--- src/rtl/control_sequencer_if.sv ---
// Control bundle between the main sequencer and the datapath/memory/FPU side.
// master = sequencer (drives enables), slave = datapath side (drives code and completions).
interface control_sequencer_if;
    logic [31:0] code;
    logic        mem_ready;
    logic        fpu_done;
    logic        branch_taken;
    logic        ir_write;
    logic        imem_req;
    logic        dmem_req;
    logic        dmem_we;
    logic        fpu_start;
    logic        pc_write;
    logic [1:0]  pc_sel;
    logic        reg_write;
    logic        freg_write;
    logic        trap;
    logic [2:0]  state;

    modport master (
        input  code, mem_ready, fpu_done, branch_taken,
        output ir_write, imem_req, dmem_req, dmem_we, fpu_start, pc_write,
               pc_sel, reg_write, freg_write, trap, state
    );

    modport slave (
        output code, mem_ready, fpu_done, branch_taken,
        input  ir_write, imem_req, dmem_req, dmem_we, fpu_start, pc_write,
               pc_sel, reg_write, freg_write, trap, state
    );
endinterface

--- src/rtl/control_sequencer.sv ---
// Multi-cycle FETCH/DECODE/EXECUTE/MEM/WRITEBACK control FSM for the RV64F core.
// Optional CTRL_PERF_COUNTERS_EN adds free-running cycle and retired-instruction counters.
module control_sequencer #(
    parameter int FPU_TIMEOUT = 64,
    parameter int CNT_W       = 64
) (
    input  logic                 clk,
    input  logic                 rst_n,
    control_sequencer_if.master  bus
`ifdef CTRL_PERF_COUNTERS_EN
    ,
    output logic [CNT_W-1:0]     cycle_cnt,
    output logic [CNT_W-1:0]     instret_cnt
`endif
);

    typedef enum logic [2:0] {
        S_FETCH     = 3'd0,
        S_DECODE    = 3'd1,
        S_EXECUTE   = 3'd2,
        S_MEM       = 3'd3,
        S_WRITEBACK = 3'd4,
        S_TRAP      = 3'd7
    } state_t;

    localparam logic [31:0] INT_MASK    = 32'h0000_7070;
    localparam logic [31:0] FP_MASK     = 32'h001F_0000;
    localparam logic [31:0] LS_MASK     = 32'h0000_0303;
    localparam logic [31:0] STORE_MASK  = 32'h0000_0300;
    localparam logic [31:0] NOP_MASK    = 32'h1000_0008;
    localparam logic [31:0] BRANCH_MASK = 32'h0100_0000;
    localparam logic [31:0] JALR_MASK   = 32'h0200_0000;
    localparam logic [31:0] JAL_MASK    = 32'h0800_0000;
    localparam logic [31:0] SUPPORTED   = INT_MASK | FP_MASK | LS_MASK | NOP_MASK
                                        | BRANCH_MASK | JALR_MASK | JAL_MASK;
    localparam logic [31:0] INT_WB_MASK = INT_MASK | 32'h0000_0001 | JALR_MASK | JAL_MASK;
    localparam logic [31:0] FP_WB_MASK  = FP_MASK | 32'h0000_0002;
    localparam logic [7:0]  FPU_LAST    = 8'(FPU_TIMEOUT - 1);

    state_t      state_reg;
    logic [31:0] code_q_reg;
    logic [7:0]  fpu_cnt_reg;

    logic [31:0] code;
    logic        code_ok;
    logic        is_nop;
    logic        fp_q, ls_q, store_q, branch_q, jal_q, jalr_q, int_wb_q, fp_wb_q;

    logic        ir_write, imem_req, dmem_req, dmem_we, fpu_start, pc_write;
    logic [1:0]  pc_sel;
    logic        reg_write, freg_write;

    assign code = bus.code;

    // Unsupported classes (including AMO, bit 11) fall outside SUPPORTED and trap.
    assign code_ok = (code != 32'd0) && ((code & (code - 32'd1)) == 32'd0)
                   && ((code & SUPPORTED) != 32'd0);
    assign is_nop  = (code & NOP_MASK) != 32'd0;

    assign fp_q     = (code_q_reg & FP_MASK)     != 32'd0;
    assign ls_q     = (code_q_reg & LS_MASK)     != 32'd0;
    assign store_q  = (code_q_reg & STORE_MASK)  != 32'd0;
    assign branch_q = (code_q_reg & BRANCH_MASK) != 32'd0;
    assign jal_q    = (code_q_reg & JAL_MASK)    != 32'd0;
    assign jalr_q   = (code_q_reg & JALR_MASK)   != 32'd0;
    assign int_wb_q = (code_q_reg & INT_WB_MASK) != 32'd0;
    assign fp_wb_q  = (code_q_reg & FP_WB_MASK)  != 32'd0;

    always_ff @(posedge clk or negedge rst_n) begin
        if (!rst_n) begin
            state_reg   <= S_FETCH;
            code_q_reg  <= 32'd0;
            fpu_cnt_reg <= 8'd0;
        end else begin
            case (state_reg)
                S_FETCH: begin
                    if (bus.mem_ready) state_reg <= S_DECODE;
                end
                S_DECODE: begin
                    code_q_reg  <= code;
                    fpu_cnt_reg <= 8'd0;
                    if (!code_ok)    state_reg <= S_TRAP;
                    else if (is_nop) state_reg <= S_FETCH;
                    else             state_reg <= S_EXECUTE;
                end
                S_EXECUTE: begin
                    if (fp_q) begin
                        // A done on the final allowed cycle still completes normally.
                        if (bus.fpu_done)                state_reg <= S_WRITEBACK;
                        else if (fpu_cnt_reg == FPU_LAST) state_reg <= S_TRAP;
                        fpu_cnt_reg <= fpu_cnt_reg + 8'd1;
                    end else if (ls_q) begin
                        state_reg <= S_MEM;
                    end else if (branch_q) begin
                        state_reg <= S_FETCH;
                    end else begin
                        state_reg <= S_WRITEBACK;
                    end
                end
                S_MEM: begin
                    if (bus.mem_ready) state_reg <= store_q ? S_FETCH : S_WRITEBACK;
                end
                S_WRITEBACK: state_reg <= S_FETCH;
                S_TRAP:      state_reg <= S_TRAP;
                default:     state_reg <= S_TRAP;
            endcase
        end
    end

    // Enables are forced low while rst_n is asserted so a dropped request never leaks out.
    always_comb begin
        ir_write   = 1'b0;
        imem_req   = 1'b0;
        dmem_req   = 1'b0;
        dmem_we    = 1'b0;
        fpu_start  = 1'b0;
        pc_write   = 1'b0;
        pc_sel     = 2'b00;
        reg_write  = 1'b0;
        freg_write = 1'b0;
        if (rst_n) begin
            case (state_reg)
                S_FETCH: begin
                    imem_req = 1'b1;
                    ir_write = bus.mem_ready;
                end
                S_DECODE: begin
                    pc_write = code_ok && is_nop;
                end
                S_EXECUTE: begin
                    if (fp_q) begin
                        fpu_start = (fpu_cnt_reg == 8'd0);
                    end else if (branch_q) begin
                        pc_write = 1'b1;
                        pc_sel   = bus.branch_taken ? 2'b01 : 2'b00;
                    end
                end
                S_MEM: begin
                    dmem_req = 1'b1;
                    dmem_we  = store_q;
                    pc_write = store_q && bus.mem_ready;
                end
                S_WRITEBACK: begin
                    pc_write   = 1'b1;
                    reg_write  = int_wb_q;
                    freg_write = fp_wb_q && !int_wb_q;
                    if (jal_q)       pc_sel = 2'b10;
                    else if (jalr_q) pc_sel = 2'b11;
                end
                default: ;
            endcase
        end
    end

    assign bus.ir_write   = ir_write;
    assign bus.imem_req   = imem_req;
    assign bus.dmem_req   = dmem_req;
    assign bus.dmem_we    = dmem_we;
    assign bus.fpu_start  = fpu_start;
    assign bus.pc_write   = pc_write;
    assign bus.pc_sel     = pc_sel;
    assign bus.reg_write  = reg_write;
    assign bus.freg_write = freg_write;
    assign bus.trap       = (state_reg == S_TRAP);
    assign bus.state      = state_reg;

`ifdef CTRL_PERF_COUNTERS_EN
    logic [CNT_W-1:0] cycle_cnt_reg;
    logic [CNT_W-1:0] instret_cnt_reg;

    always_ff @(posedge clk or negedge rst_n) begin
        if (!rst_n) begin
            cycle_cnt_reg   <= '0;
            instret_cnt_reg <= '0;
        end else if (state_reg != S_TRAP) begin
            cycle_cnt_reg <= cycle_cnt_reg + 1'b1;
            if (pc_write) instret_cnt_reg <= instret_cnt_reg + 1'b1;
        end
    end

    assign cycle_cnt   = cycle_cnt_reg;
    assign instret_cnt = instret_cnt_reg;
`endif

endmodule
--- src/flat_wrapper.sv ---
// flat-port wrapper written by rule: the top's interface ports become plain ports
module control_sequencer_flat 
#(
    parameter int FPU_TIMEOUT = 64,
    parameter int CNT_W       = 64
)
  (clk, rst_n, bus_code, bus_mem_ready, bus_fpu_done, bus_branch_taken, bus_ir_write, bus_imem_req, bus_dmem_req, bus_dmem_we, bus_fpu_start, bus_pc_write, bus_pc_sel, bus_reg_write, bus_freg_write, bus_trap, bus_state);
  control_sequencer_if bus_i ();
  input  logic clk;
  input  logic rst_n;
  input wire logic [$bits(bus_i.code)-1:0] bus_code;
  input wire logic [$bits(bus_i.mem_ready)-1:0] bus_mem_ready;
  input wire logic [$bits(bus_i.fpu_done)-1:0] bus_fpu_done;
  input wire logic [$bits(bus_i.branch_taken)-1:0] bus_branch_taken;
  output wire logic [$bits(bus_i.ir_write)-1:0] bus_ir_write;
  output wire logic [$bits(bus_i.imem_req)-1:0] bus_imem_req;
  output wire logic [$bits(bus_i.dmem_req)-1:0] bus_dmem_req;
  output wire logic [$bits(bus_i.dmem_we)-1:0] bus_dmem_we;
  output wire logic [$bits(bus_i.fpu_start)-1:0] bus_fpu_start;
  output wire logic [$bits(bus_i.pc_write)-1:0] bus_pc_write;
  output wire logic [$bits(bus_i.pc_sel)-1:0] bus_pc_sel;
  output wire logic [$bits(bus_i.reg_write)-1:0] bus_reg_write;
  output wire logic [$bits(bus_i.freg_write)-1:0] bus_freg_write;
  output wire logic [$bits(bus_i.trap)-1:0] bus_trap;
  output wire logic [$bits(bus_i.state)-1:0] bus_state;
  assign bus_i.code = bus_code;
  assign bus_i.mem_ready = bus_mem_ready;
  assign bus_i.fpu_done = bus_fpu_done;
  assign bus_i.branch_taken = bus_branch_taken;
  assign bus_ir_write = bus_i.ir_write;
  assign bus_imem_req = bus_i.imem_req;
  assign bus_dmem_req = bus_i.dmem_req;
  assign bus_dmem_we = bus_i.dmem_we;
  assign bus_fpu_start = bus_i.fpu_start;
  assign bus_pc_write = bus_i.pc_write;
  assign bus_pc_sel = bus_i.pc_sel;
  assign bus_reg_write = bus_i.reg_write;
  assign bus_freg_write = bus_i.freg_write;
  assign bus_trap = bus_i.trap;
  assign bus_state = bus_i.state;
  control_sequencer #(.FPU_TIMEOUT(FPU_TIMEOUT), .CNT_W(CNT_W)) u_core (.clk(clk), .rst_n(rst_n), .bus(bus_i));
endmodule
--- config.mk ---
export PLATFORM = sky130hd
export DESIGN_NAME = control_sequencer_flat
export DESIGN_NICKNAME = d
export VERILOG_FILES = /design/src/rtl/control_sequencer_if.sv /design/src/rtl/control_sequencer.sv /design/src/flat_wrapper.sv
export SDC_FILE = /design/constraint.sdc
export NUM_CORES = 1
export LEC_CHECK = 0
export CAP_MARGIN = 40
export CORE_UTILIZATION = 50
export DETAILED_ROUTE_END_ITERATION = 8
export PLACE_DENSITY = 0.92
export SLEW_MARGIN = 20
export SYNTH_ARGS = -nofsm -noshare
export SYNTH_HDL_FRONTEND = slang
export SYNTH_SLANG_ARGS = --single-unit
--- constraint.sdc ---
create_clock -name clk -period 3.4 [get_ports clk]
set_clock_uncertainty 0.1 [all_clocks]
set_input_delay 0.51 -clock clk [delete_from_list [all_inputs] [get_ports clk]]
set_output_delay 0.51 -clock clk [all_outputs]
set_load 0.02 [all_outputs]
Word level (Yosys, flattened, before mapping)
Cells that the tools add are included.
{"block": "classes", "add_sub_neg": 2, "eq_ne": 10, "mux": 39, "bitwise_logic": 1, "n_reduce_logical": 20}
{"operator": "nonzero test 32 bit", "n": 8}
{"operator": "AND 32 bit", "n": 1}
{"operator": "zero test 32 bit", "n": 1}
{"operator": "subtractor 32 x 1 -> 32 bit (second input constant)", "n": 1}
{"operator": "two-way mux 3 bit", "n": 9}
{"operator": "two-way mux 1 bit", "n": 20}
{"operator": "one-hot mux 8 bit (2 select lines)", "n": 1}
{"operator": "one-hot mux 3 bit (5 select lines)", "n": 1}
{"operator": "two-way mux 2 bit", "n": 5}
{"operator": "adder 8 x 1 -> 8 bit (second input constant)", "n": 1}
{"operator": "equality test 8 x 6 -> 1 bit (second input constant)", "n": 1}
{"operator": "zero test 8 bit", "n": 1}
{"operator": "two-way mux 8 bit", "n": 1}
{"operator": "equality test 3 x 2 -> 1 bit (second input constant)", "n": 2}
{"operator": "equality test 3 bit (second input constant)", "n": 2}
{"operator": "logical AND 1 bit", "n": 5}
{"operator": "inequality test 2 bit (second input constant)", "n": 2}
{"operator": "inequality test 4 bit (second input constant)", "n": 1}
{"operator": "one-hot mux 1 bit (4 select lines)", "n": 1}
{"operator": "one-hot mux 2 bit (2 select lines)", "n": 1}
{"operator": "equality test 3 x 1 -> 1 bit (second input constant)", "n": 1}
{"operator": "zero test 3 bit", "n": 1}
{"operator": "AND reduction 3 bit", "n": 1}
{"operator": "inequality test 2 x 1 -> 1 bit (second input constant)", "n": 1}
{"operator": "3 further kinds", "n": 3}
{"block": "totals", "register_bits": 39, "input_bits": 37, "output_inout_bits": 14, "elab_cells": 75}

Depth between registers and ports, before layout
{"block": "logic_depth", "word_depth": 8, "ltp_mapped": 9, "mapped_depth_nobuf": 7}

Worst setup path before layout
No wires, ideal clock.
{"block": "synth_path", "path_type": "input to output", "startpoint": "input bus_code[9]", "endpoint": "output bus_pc_write", "arrival_time_ns": 2.700, "required_time_ns": 2.790, "path_slack_ns": 0.090, "cell_stages": 7, "n_path_buf": 0, "cell_sequence": "or4_4 -> or4b_4 -> a2111oi_4 -> nor2_1 -> nor4_2 -> o2111ai_1 -> o31ai_2"}
{"block": "synth_via", "elab_chain_cells": 8, "elab_cells_between_ends": 10, "classes_between": "add/sub (1); mux (2); bitwise (1); reduce/logical (6)"}
{"item": "start: declaration", "line": "flat_wrapper.sv:11", "text": "input wire logic [$bits(bus_i.code)-1:0] bus_code;"}
{"item": "subtractor 32 x 1 -> 32 bit", "line": "control_sequencer.sv:56", "text": "assign code_ok = (code != 32'd0) && ((code & (code - 32'd1)) == 32'd0)"}
{"item": "AND 32 bit", "line": "control_sequencer.sv:56"}
{"item": "zero test 32 bit", "line": "control_sequencer.sv:56"}
{"item": "logical AND 1 bit", "line": "control_sequencer.sv:56"}
{"item": "logical AND 1 bit (*)", "line": "control_sequencer.sv:57", "text": "&& ((code & SUPPORTED) != 32'd0);"}
{"item": "logical AND 1 bit (*)", "line": "control_sequencer.sv:128", "text": "pc_write = code_ok && is_nop;"}
{"item": "one-hot mux 1 bit (4 select lines) (*)", "line": "control_sequencer.sv:122", "text": "case (state_reg)"}
{"item": "two-way mux 1 bit (*)", "line": "control_sequencer.sv:121", "text": "if (rst_n) begin"}
{"item": "end: declaration", "line": "flat_wrapper.sv:20", "text": "output wire logic [$bits(bus_i.pc_write)-1:0] bus_pc_write;"}
Every way passes the cells marked *; elsewhere a longest branch is shown, timed or not.

Final worst setup path
Same ends and word-level chain as after synthesis.

==> results.md <==
- Run status: finished with violations
- Violated checks: negative setup slack
- Reg2Reg Depth: 7
- Met3 usage: 0.143
- P&R area growth vs syn: 62.2%
- NumNets Final: 379
- Mapped Avg Cell Area: 9.27 um2
- F_max: between 200 and 300 MHz
- P_leak: 1.41 nW
- Period minus WS final: 3.96 ns
- GPL Wtd Cong: 1.03
- Starting Density: 0.539
- TritonCTS clock tree: yes
- M1 GR Usage: 0.420
- Worst-Margin Slew: 0.684 ns
- Antenna viol nets, final: 0
- Final Core Density: 0.875
- Mux contribution to synthesized area: 0.104
- Slew HR: 0.541
- Vias in the first global route: 2,611
- Pwr/cell area: 260 nW/um2
- Global-route wire length before repair: 12,900 um
- Async set-reset flop share out of synthesis: 1.00
- Total CTS buffers: 5
- Unrepaired setup endpoints after global routing: yes
- Io pins: 51
- Post-synthesis simple-gate area fraction: 0.305
- Adder-cell share of the synthesized area: 0.0220
- DRC Markers: 0
- WL/cell: 22.8 um
- Synth Area in Compound Gates: 0.161
- TritonCTS Sinks: 29
- Detailed router's first-iteration violation count: 460
- VDD IR max: 0.336 mV
- Synth Instances: about 220
- Vias post-DR: 2,697
- Final worst path period share: 1.16
- GR Layer Usage met2: 0.668
- Synthesized net count: 260
- Clock root cell: clkbuf_8
- R2r setup slk: 0.92 ns
- Clk_lat worst skew: 0.29 ns
- Layout cell share with drive strength beyond 1: 0.381
- Core area: 3800 um2
- Post-synthesis sequential area ratio: 0.354
- Initial antenna violation count: 0
- Crit path capture: bus_pc_write
- Post-synth EDFFs: 0
- Startpoint type of the worst setup path: primary input
- Crit Path Class: in2out
- Worst setup startpoint: bus_code[9]
- Vert. Die Dim: around 66 um
- Xor and xnor area share after synthesis: 0.0299
- Die width: 66.0 um
- Largest net degree at the start of global routing: 20
- H-tree levels: 2
- Vias per cell: 6.93
- Final Setup Violations: 1
- Number of flip-flops in the largest register: 18
- Die area: 4360 um2
- Post-DP HPWL: 4880 um
- PnR worst setup slack: -0.560 ns
- Largest family of logic cells by synthesized area: simple AND/OR/NAND/NOR gates
- Mapped cell area: 2050 um2
- Tot GR Track Use: 0.409
- Count of cell types in the netlist: 55
- First-pass DRT Iterations: 6
- Req. time, crit path: 2.79 ns
- Reg-to-reg endpoint: u_core.fpu_cnt_reg[5]$_DFFE_PN0P_
- CP endpoint kind: primary output
- Worst-path clk slew: 0.06 ns
- Fin. max-slew vios: 0
- GR peak layer: met2
- CP max FO: 4
- Reg-to-Reg Start: u_core.bus.state[1]$_DFFE_PN0P_
- Max-cap viol count: 0
- Tot Pwr: 0.000862 W
- Clock Path Buffers: 2
- Cell Rows: 22
- Port Buffers: 50
- Grt ovf: 0
- Final WL: 8870 um
- Hold-fix buffers at CTS: 0
- Worst hold path class: reg2reg
- Synthesis Warnings: 0
- Synth Flop Type: dfrtp_1
- Critical path arrival: 3.35 ns
- Antenna diode count: 0
- Hold Fails Final Rpt: 0
- Seq cells post-synth: 29
==> worst min path at each step <==
stage / to / start / slack (ns) / depth (start not counted)
final: u_core.code_q_reg[14]$_DFFE_PN0P_ / u_core.code_q_reg[14]$_DFFE_PN0P_ / 0.41 / 1
after global routing: u_core.code_q_reg[9]$_DFFE_PN0P_ / u_core.code_q_reg[9]$_DFFE_PN0P_ / 0.42 / 1
after CTS: u_core.code_q_reg[9]$_DFFE_PN0P_ / u_core.code_q_reg[9]$_DFFE_PN0P_ / 0.40 / 1
after detailed placement: u_core.code_q_reg[9]$_DFFE_PN0P_ / u_core.code_q_reg[9]$_DFFE_PN0P_ / 0.39 / 1
after global placement: u_core.code_q_reg[9]$_DFFE_PN0P_ / u_core.code_q_reg[9]$_DFFE_PN0P_ / 0.38 / 1
after floorplan: u_core.bus.state[0]$_DFFE_PN0P_ / rst_n / 0.11 / 0
==> through the flow <==
| step | setup TNS, ns | hold slack [ns] | setup slack [ns] | cells | instance area (um2) |
|---|---|---|---|---|---|
| 3_3_place_gp | -0.864 | 0.381 | -0.858 | 365 | 2970 |
| 2_1_floorplan | 0 | 0.114 | 0.0896 | 221 | 2050 |
| 4_1_cts | -0.608 | 0.402 | -0.210 | 391 | 3260 |
| 6_report | -0.560 | 0.410 | -0.560 | 389 | 3320 |
| 5_1_grt | -0.736 | 0.418 | -0.607 | 389 | 3320 |
| 3_5_place_dp | -1.26 | 0.388 | -0.988 | 365 | 2970 |
==> cell usage in the layout, fill, tap and decap left out, types with 5 or more instances in the layout <==
| cell | count |
|---|---|
| xor2_1 | 6 |
| nor2_1 | 28 |
| nor4_4 | 5 |
| buf_6 | 5 |
| nand3_1 | 6 |
| buf_4 | 67 |
| nor3_1 | 11 |
| dfrtp_1 | 29 |
| inv_1 | 5 |
| clkdlybuf4s50_1 | 36 |
| nor4_1 | 6 |
| o21ai_0 | 7 |
| nand2_1 | 11 |
| dlygate4sd2_1 | 8 |
| clkbuf_8 | 5 |
| a21oi_1 | 5 |
| mux2_2 | 18 |
==> synth_stat cells (3+ instances only) <==
master	count	area (um2)
a21oi_1	5	25.0
clkbuf_1	5	18.8
nand3b_1	3	22.5
o21ai_0	7	35.0
nand2_1	12	45.0
nor3_1	14	70.1
or4_1	4	30.0
mux2_2	18	203
o31ai_1	3	22.5
nand4_1	4	25.0
a211oi_1	4	30.0
inv_1	5	18.8
nor2_1	29	109
and3_1	5	31.3
nand3_1	6	30.0
nor4_2	4	50.1
or3_1	3	18.8
nor4_1	7	43.8
dfrtp_1	29	726
xor2_1	7	61.3
==> timing repair <==
item / CTS / global route
resized for setup: 45 / 13
cloned: 0 / 0
buffers inserted: 18 / 4
pin swaps: 19 / 11
endpoints found under the setup margin: 1 / 6
==> worst max-delay path, stage by stage <==
cell and delay (ns):
buf_6 0.10, or4_4 0.52, or4b_4 0.55, o41ai_2 0.38, nand4_1 0.34, nor4_4 0.33
o2111ai_2 0.19, o31ai_2 0.24, buf_4 0.18
==> per-layer routing <==
layer / wire length (um) / vias to the layer above
met3: 1020 / 91
met1: 2990 / 1242
li1: - / 1085
met5: 0 / -
met4: 788 / 0
met2: 4070 / 279
==> power by group <==
| part | internal (W) | switching (W) |
|---|---|---|
| clock | 0.000142 | 0.000138 |
| sequential | 0.000366 | 0.0000162 |
| combinational | 0.000104 | 0.0000967 |
| total | 0.000611 | 0.000251 |
==> kinds of logic after synthesis <==
family / count (synthesis)
xor gates and xnor gates: 7
and+or+nand+nor: 109
buffers and inverters: 11
DFF: 29
adders and majority gates: 4
AOI/OAI and AO/OA: 42
muxes: 19
==> area by class of cell <==
cell class,count,area (um2)
multi-input cells,181,1430
fillers,179,477
flip-flops and latches,29,726
clock inverters,2,10.0
clock buffers,6,72.6
inverters,5,18.8
well taps,48,60.1
repair buffers,118,1010
(Power assumes the default switching activity.)
